[config.mk]
export PLATFORM = sky130hd
export DESIGN_NAME = calc_alu_sequencer
export DESIGN_NICKNAME = d
export VERILOG_FILES = /design/src/rtl/calc_pkg.sv /design/src/rtl/calc_addsub_unit.sv /design/src/rtl/calc_alu_sequencer.sv
export SDC_FILE = /design/constraint.sdc
export NUM_CORES = 1
export LEC_CHECK = 0
export ABC_AREA = 1
export CORE_MARGIN = 4
export CORE_UTILIZATION = 48
export DETAILED_ROUTE_END_ITERATION = 10
export PLACE_DENSITY = 0.8
export REMOVE_ABC_BUFFERS = 1
export SYNTH_ARGS = -nofsm -noshare
export SYNTH_HDL_FRONTEND = slang
export SYNTH_SLANG_ARGS = --single-unit
[constraint.sdc]
create_clock -name clk -period 8.8 [get_ports clk]
set_input_delay 2.64 -clock clk [delete_from_list [all_inputs] [get_ports clk]]
set_output_delay 2.64 -clock clk [all_outputs]
set_load 0.02 [all_outputs]
[src/rtl/calc_pkg.sv]
// calc_pkg
// Shared definitions for the calculator arithmetic sequencer:
//   - operand width and the quotient reported on divide-by-zero
//   - request opcodes (2-bit, fully decoded)
//   - sequencer state encodings
package calc_pkg;

  localparam int WIDTH = 16;
  localparam logic [15:0] DBZ_QUOTIENT = 16'hFFFF;

  typedef enum logic [1:0] {
    OP_ADD = 2'b00,
    OP_SUB = 2'b01,
    OP_MUL = 2'b10,
    OP_DIV = 2'b11
  } calc_op_e;

  typedef enum logic [1:0] {
    ST_IDLE = 2'b00,
    ST_EXEC = 2'b01,
    ST_DONE = 2'b10
  } calc_state_e;

endpackage

[src/rtl/calc_addsub_unit.sv]
// calc_addsub_unit
// The one shared adder of the calculator datapath: an optional 16-bit
// operand inverter on y followed by a 16-bit adder with carry-in.
// Purely combinational.
//   x    in  16  left operand
//   y    in  16  right operand (inverted when inv=1)
//   inv  in  1   select ~y instead of y
//   cin  in  1   carry-in
//   sum  out 17  {carry, sum}
module calc_addsub_unit
  import calc_pkg::*;
(
  input  logic [WIDTH-1:0] x,
  input  logic [WIDTH-1:0] y,
  input  logic             inv,
  input  logic             cin,
  output logic [WIDTH:0]   sum
);

  logic [WIDTH-1:0] y_eff;

  // Inverter plus cin=1 turns the adder into a subtractor (x - y).
  always_comb begin
    y_eff = inv ? ~y : y;
    sum   = {1'b0, x} + {1'b0, y_eff} + {{WIDTH{1'b0}}, cin};
  end

endmodule

[src/rtl/calc_alu_sequencer.sv]
// calc_alu_sequencer
// Multi-cycle arithmetic controller. Sequences one shared add/sub unit to
// perform add, subtract (1 cycle), unsigned shift-add multiply and unsigned
// restoring divide (16 cycles). Divide by zero finishes in 1 cycle.
//   clk, reset              clock and asynchronous active-high reset
//   req_valid/req_ready     request handshake (ready only in IDLE)
//   req_op                  00 add, 01 sub, 10 mul, 11 div
//   operand_a, operand_b    operands, latched on accept
//   resp_valid/resp_ready   response handshake (valid only in DONE)
//   result, result_hi       low result / quotient, high product / remainder
//   flag_ovf, flag_dbz      carry/borrow/mul-overflow, divide by zero
module calc_alu_sequencer
  import calc_pkg::*;
#(
  parameter int WIDTH = 16,
  parameter int ITERS = WIDTH
) (
  input  logic             clk,
  input  logic             reset,
  input  logic             req_valid,
  output logic             req_ready,
  input  logic [1:0]       req_op,
  input  logic [WIDTH-1:0] operand_a,
  input  logic [WIDTH-1:0] operand_b,
  output logic             resp_valid,
  input  logic             resp_ready,
  output logic [WIDTH-1:0] result,
  output logic [WIDTH-1:0] result_hi,
  output logic             flag_ovf,
  output logic             flag_dbz
);

  localparam int CW = $clog2(ITERS);
  localparam logic [CW-1:0] LAST_ITER = CW'(ITERS - 1);

  calc_state_e      state_q, state_d;
  calc_op_e         op_q, op_d;
  logic [CW-1:0]    cnt_q, cnt_d;
  logic [WIDTH-1:0] a_q, a_d;
  logic [WIDTH-1:0] b_q, b_d;
  // hi/lo form the working pair: {hi,lo} for mul, {rem,quot} for div.
  logic [WIDTH-1:0] hi_q, hi_d;
  logic [WIDTH-1:0] lo_q, lo_d;
  logic [WIDTH-1:0] result_q, result_d;
  logic [WIDTH-1:0] result_hi_q, result_hi_d;
  logic             flag_ovf_q, flag_ovf_d;
  logic             flag_dbz_q, flag_dbz_d;

  logic [WIDTH-1:0] add_x, add_y;
  logic             add_inv, add_cin;
  logic [WIDTH:0]   add_sum;

  // Divide working values: {rem,quot} shifted left by one.
  logic             div_s;
  logic [WIDTH-1:0] rem_sh, quot_sh;
  logic             div_take;
  // Multiply working values: {c,hi} after the conditional add.
  logic             mul_c;
  logic [WIDTH-1:0] mul_hi;
  logic [WIDTH-1:0] step_hi, step_lo;

  calc_addsub_unit u_addsub (
    .x   (add_x),
    .y   (add_y),
    .inv (add_inv),
    .cin (add_cin),
    .sum (add_sum)
  );

  assign req_ready  = (state_q == ST_IDLE);
  assign resp_valid = (state_q == ST_DONE);
  assign result     = result_q;
  assign result_hi  = result_hi_q;
  assign flag_ovf   = flag_ovf_q;
  assign flag_dbz   = flag_dbz_q;

  // Operand selection for the shared adder. Kept separate from the
  // next-state logic so the adder output never feeds back into its inputs.
  always_comb begin
    div_s   = hi_q[WIDTH-1];
    rem_sh  = {hi_q[WIDTH-2:0], lo_q[WIDTH-1]};
    quot_sh = {lo_q[WIDTH-2:0], 1'b0};
    add_x   = a_q;
    add_y   = b_q;
    add_inv = 1'b0;
    add_cin = 1'b0;
    unique case (op_q)
      OP_ADD: ;
      OP_SUB: begin
        add_inv = 1'b1;
        add_cin = 1'b1;
      end
      OP_MUL: begin
        add_x = hi_q;
        add_y = a_q;
      end
      OP_DIV: begin
        add_x   = rem_sh;
        add_y   = b_q;
        add_inv = 1'b1;
        add_cin = 1'b1;
      end
      default: ;
    endcase
  end

  // One iteration step of mul/div computed from the adder result.
  always_comb begin
    {mul_c, mul_hi} = lo_q[0] ? add_sum : {1'b0, hi_q};
    div_take        = div_s | add_sum[WIDTH];
    if (op_q == OP_MUL) begin
      step_hi = {mul_c, mul_hi[WIDTH-1:1]};
      step_lo = {mul_hi[0], lo_q[WIDTH-1:1]};
    end else begin
      step_hi = div_take ? add_sum[WIDTH-1:0] : rem_sh;
      step_lo = {quot_sh[WIDTH-1:1], div_take};
    end
  end

  // Next-state and result capture. Results are only written on entry to
  // DONE, so they stay stable while the consumer back-pressures.
  always_comb begin
    state_d     = state_q;
    op_d        = op_q;
    cnt_d       = cnt_q;
    a_d         = a_q;
    b_d         = b_q;
    hi_d        = hi_q;
    lo_d        = lo_q;
    result_d    = result_q;
    result_hi_d = result_hi_q;
    flag_ovf_d  = flag_ovf_q;
    flag_dbz_d  = flag_dbz_q;
    unique case (state_q)
      ST_IDLE: begin
        if (req_valid) begin
          op_d    = calc_op_e'(req_op);
          a_d     = operand_a;
          b_d     = operand_b;
          cnt_d   = '0;
          hi_d    = '0;
          lo_d    = (calc_op_e'(req_op) == OP_MUL) ? operand_b : operand_a;
          state_d = ST_EXEC;
        end
      end
      ST_EXEC: begin
        if (op_q == OP_ADD || op_q == OP_SUB) begin
          result_d    = add_sum[WIDTH-1:0];
          result_hi_d = '0;
          flag_ovf_d  = (op_q == OP_ADD) ? add_sum[WIDTH] : ~add_sum[WIDTH];
          flag_dbz_d  = 1'b0;
          state_d     = ST_DONE;
        end else if (op_q == OP_DIV && b_q == '0) begin
          result_d    = DBZ_QUOTIENT;
          result_hi_d = a_q;
          flag_ovf_d  = 1'b0;
          flag_dbz_d  = 1'b1;
          state_d     = ST_DONE;
        end else begin
          hi_d  = step_hi;
          lo_d  = step_lo;
          cnt_d = cnt_q + CW'(1);
          if (cnt_q == LAST_ITER) begin
            result_d    = step_lo;
            result_hi_d = step_hi;
            flag_ovf_d  = (op_q == OP_MUL) && (step_hi != '0);
            flag_dbz_d  = 1'b0;
            state_d     = ST_DONE;
          end
        end
      end
      ST_DONE: begin
        if (resp_ready) state_d = ST_IDLE;
      end
      default: state_d = ST_IDLE;
    endcase
  end

  // State and datapath registers; reset aborts any operation in flight.
  always_ff @(posedge clk or posedge reset) begin
    if (reset) begin
      state_q     <= ST_IDLE;
      op_q        <= OP_ADD;
      cnt_q       <= '0;
      a_q         <= '0;
      b_q         <= '0;
      hi_q        <= '0;
      lo_q        <= '0;
      result_q    <= '0;
      result_hi_q <= '0;
      flag_ovf_q  <= 1'b0;
      flag_dbz_q  <= 1'b0;
    end else begin
      state_q     <= state_d;
      op_q        <= op_d;
      cnt_q       <= cnt_d;
      a_q         <= a_d;
      b_q         <= b_d;
      hi_q        <= hi_d;
      lo_q        <= lo_d;
      result_q    <= result_d;
      result_hi_q <= result_hi_d;
      flag_ovf_q  <= flag_ovf_d;
      flag_dbz_q  <= flag_dbz_d;
    end
  end

endmodule
==> impl_metrics.toml <==
[critical_path]
r2r-end = "flag_ovf"
max_stage_delay_ps = 830
r2r_cells = 23
timing.rr.start = "op_q[0]"
cp-start-kind = "input pin"
setup.worst_path.end_class = "register"
cp_max_fo = 42
crit_chain = "clkdlybuf4s50_1 -> nand2_1 -> buf_4 -> inv_1 -> nor2_8 -> inv_2 -> o221ai_1 -> o21ai_1"
crit_family = "buffers and inverters"
reg2reg_slack_ps = 3880
cp.arrival_ps = 5440
required_ps = 9080
worst-path-buf-inv = 4
crit_type = "input pin to register"
cp_slowest_cell = "inv_1"

[yosys]
synth-seq-cells = 106
syn_area_per_cell_um2 = 7.050
ys_warn_count = 0
synthArstFlopShare = 1.000
synth_top_area_frac = 0.3871
synth.distinct_cells = 42
ys_seq_area_frac = 0.3871
synth_edf_count = 0
syn_inst = 972
synth_area_leaders = "dfrtp_1 (39%), nand2_1 (15%), o21ai_0 (7.6%), a21oi_1 (6.5%), inv_1 (5.5%)"
yosysMostFrequentCell = "nand2_1"
synth_top_cell_by_area = "dfrtp_1"
ys.flop_type = "dfrtp_1"
synth_area_um2 = 6853
yosys-top-cells-count = "nand2_1 (267), dfrtp_1 (106), o21ai_0 (104)"

[clock_network]
cts_made_buffers = 9
path_clk_slew_ps = 70
numClockSinks = 106
cts_max_path_buffers = 2
htree_levels = 3
insertion_delay_ps = 360
clock-root-buffer = "clkbuf_16"
cts_resized = 0
post-cts-setup-buffers = 0
ctsHoldBuffers = 0
cts_tree = "built"

[drt]
drt_iter0_markers = 916
wl_per_cell_um = 18.15
vias_per_cell = 5.849
ant_nets = 0
drt_wl_total_um = 21780
wl_met1_um = 9403
routed-wl-met2_um = 9738
drc = 0
vias = 7019
met3_length_um = 1851
top_layer_used = "met4"
firstDrtPassIters = 6

[worst_hold_path]
min_from = "result_hi[14]"
whs_endpoint = "result_hi[14]"
hold_depth = 2
hold_class = "register to register"

[global_route]
grt_pass1_vias = 6574
grt_max_degree = 61
grt_first_pass_wirelength_um = 35050
gr-total-overflow = 0
grtUsageTotal = 0.2720
grt_antenna_before_repair = 0

[sta]
skew_ps = 8.897
tns_ps = 0
tightest_slew_ps = 1064
finalHoldViolCount = 0
period_share = 0.5871
setup_viol = 0
fmax_mhz = 193.6
slew_viol_final = 0
layout_min_cycle_time_ps = 5167
maxSlewHeadroom = 0.2896
rsz0062_at_grt = "false"

[die]
die_height_um = 127.5
dieArea_um2 = 16250
core-area_um2 = 13930
pin_count = 74
die_w_um = 127.5
rows = 43
start_util = 0.4918

[placed_design]
io_buffers = 73
dp_hpwl_um = 15160
place.gp.congestion = 0.9996

[layout]
antenna_cells = 0
synthToLayoutAreaGrowth_pct = 15.90
layout.nets = 1070
drive_gt1_frac = 0.04804

[run_status]
status = "completed"

[job]
cap_violations = 0
==> sequential cells by signal, summed over array words and instances, names as in the netlist <==
name,cells
op_q,2
state_q,2
flag_ovf,1
hi_q,16
a_q,16
result_hi,16
cnt_q,4
lo_q,16
b_q,16
result,16
flag_dbz,1
==> metrics by stage <==
step	hold WS (ps)	utilization	instances	instance area [µm²]	worst slack [ps]
floorplan	465.6	-	925	6644	3371
global placement	466.1	0.5488	1184	7647	3458
detailed placement	465.1	0.5488	1184	7647	3353
CTS	485.4	0.5700	1200	7943	3718
global route	504.1	0.5700	1200	7943	3540
finish	482.9	0.5700	1200	7943	3633
==> area by class of cell <==
type                    count  area, µm²
inverters                 111      424.2
fillers                  1324       5992
well taps                 180      225.2
flip-flops and latches    106       2653
clock buffers              10      229.0
multi-input cells         708       3570
repair buffers             79      775.7
clock inverters             6      66.31
==> worst max path at each step <==
stage	from	to	slack [ps]	depth (start not counted)
6_report	req_valid	lo_q[1]	3630	8
2_1_floorplan	reset	a_q[0]	3370	1
4_1_cts	req_valid	lo_q[1]	3720	8
3_5_place_dp	req_valid	lo_q[1]	3350	8
5_1_grt	op_q[0]	flag_ovf	3540	23
3_3_place_gp	req_valid	lo_q[1]	3460	8
==> kinds of logic after synthesis <==
group                    count (synthesis)  synth area share
AO/OA/AOI/OAI                          294            0.2381
AND/OR/NAND/NOR                        388            0.2381
adder cells (fa/ha/maj)                 17           0.03213
XOR/XNOR                                 9           0.01260
flip-flops                             106            0.3871
buffers and inverters                  158           0.09202
==> per-layer routing <==
| metal | vias to the layer above | global-route usage |
|---|---|---|
| li1 | 3324 | - |
| met1 | 3283 | 0.3858 |
| met2 | 350 | 0.4153 |
| met3 | 62 | 0.05184 |
| met4 | 0 | 0.09842 |
| met5 | - | 0 |
==> cell usage in the layout, fill, tap and decap left out, types with 4 or more instances in the layout <==
cell type / Yosys / routed
o21ai_0: 104 / 104
clkdlybuf4s50_1: 0 / 73
a21oi_1: 89 / 89
nand2_2: 7 / 7
xor2_1: 5 / 5
o211ai_1: 21 / 21
ha_1: 16 / 16
nor2_1: 51 / 51
inv_2: 8 / 8
clkbuf_16: 0 / 9
a22oi_1: 7 / 7
nand2_1: 267 / 267
dfrtp_1: 106 / 106
inv_1: 100 / 99
o22ai_1: 24 / 24
buf_4: 5 / 6
o21ai_1: 33 / 33
nand3_1: 43 / 43
a32o_1: 4 / 4
nor3_1: 5 / 5
==> worst min-delay path: cells and delay by family, from the launching register on <==
kind,cells,cell delay (ps)
flip-flops,1,340
AND/OR/NAND/NOR,2,100
Power is left out: the tool's default activity adds up to more than one toggle a clock period on the data nets, which glitch-free logic cannot reach.
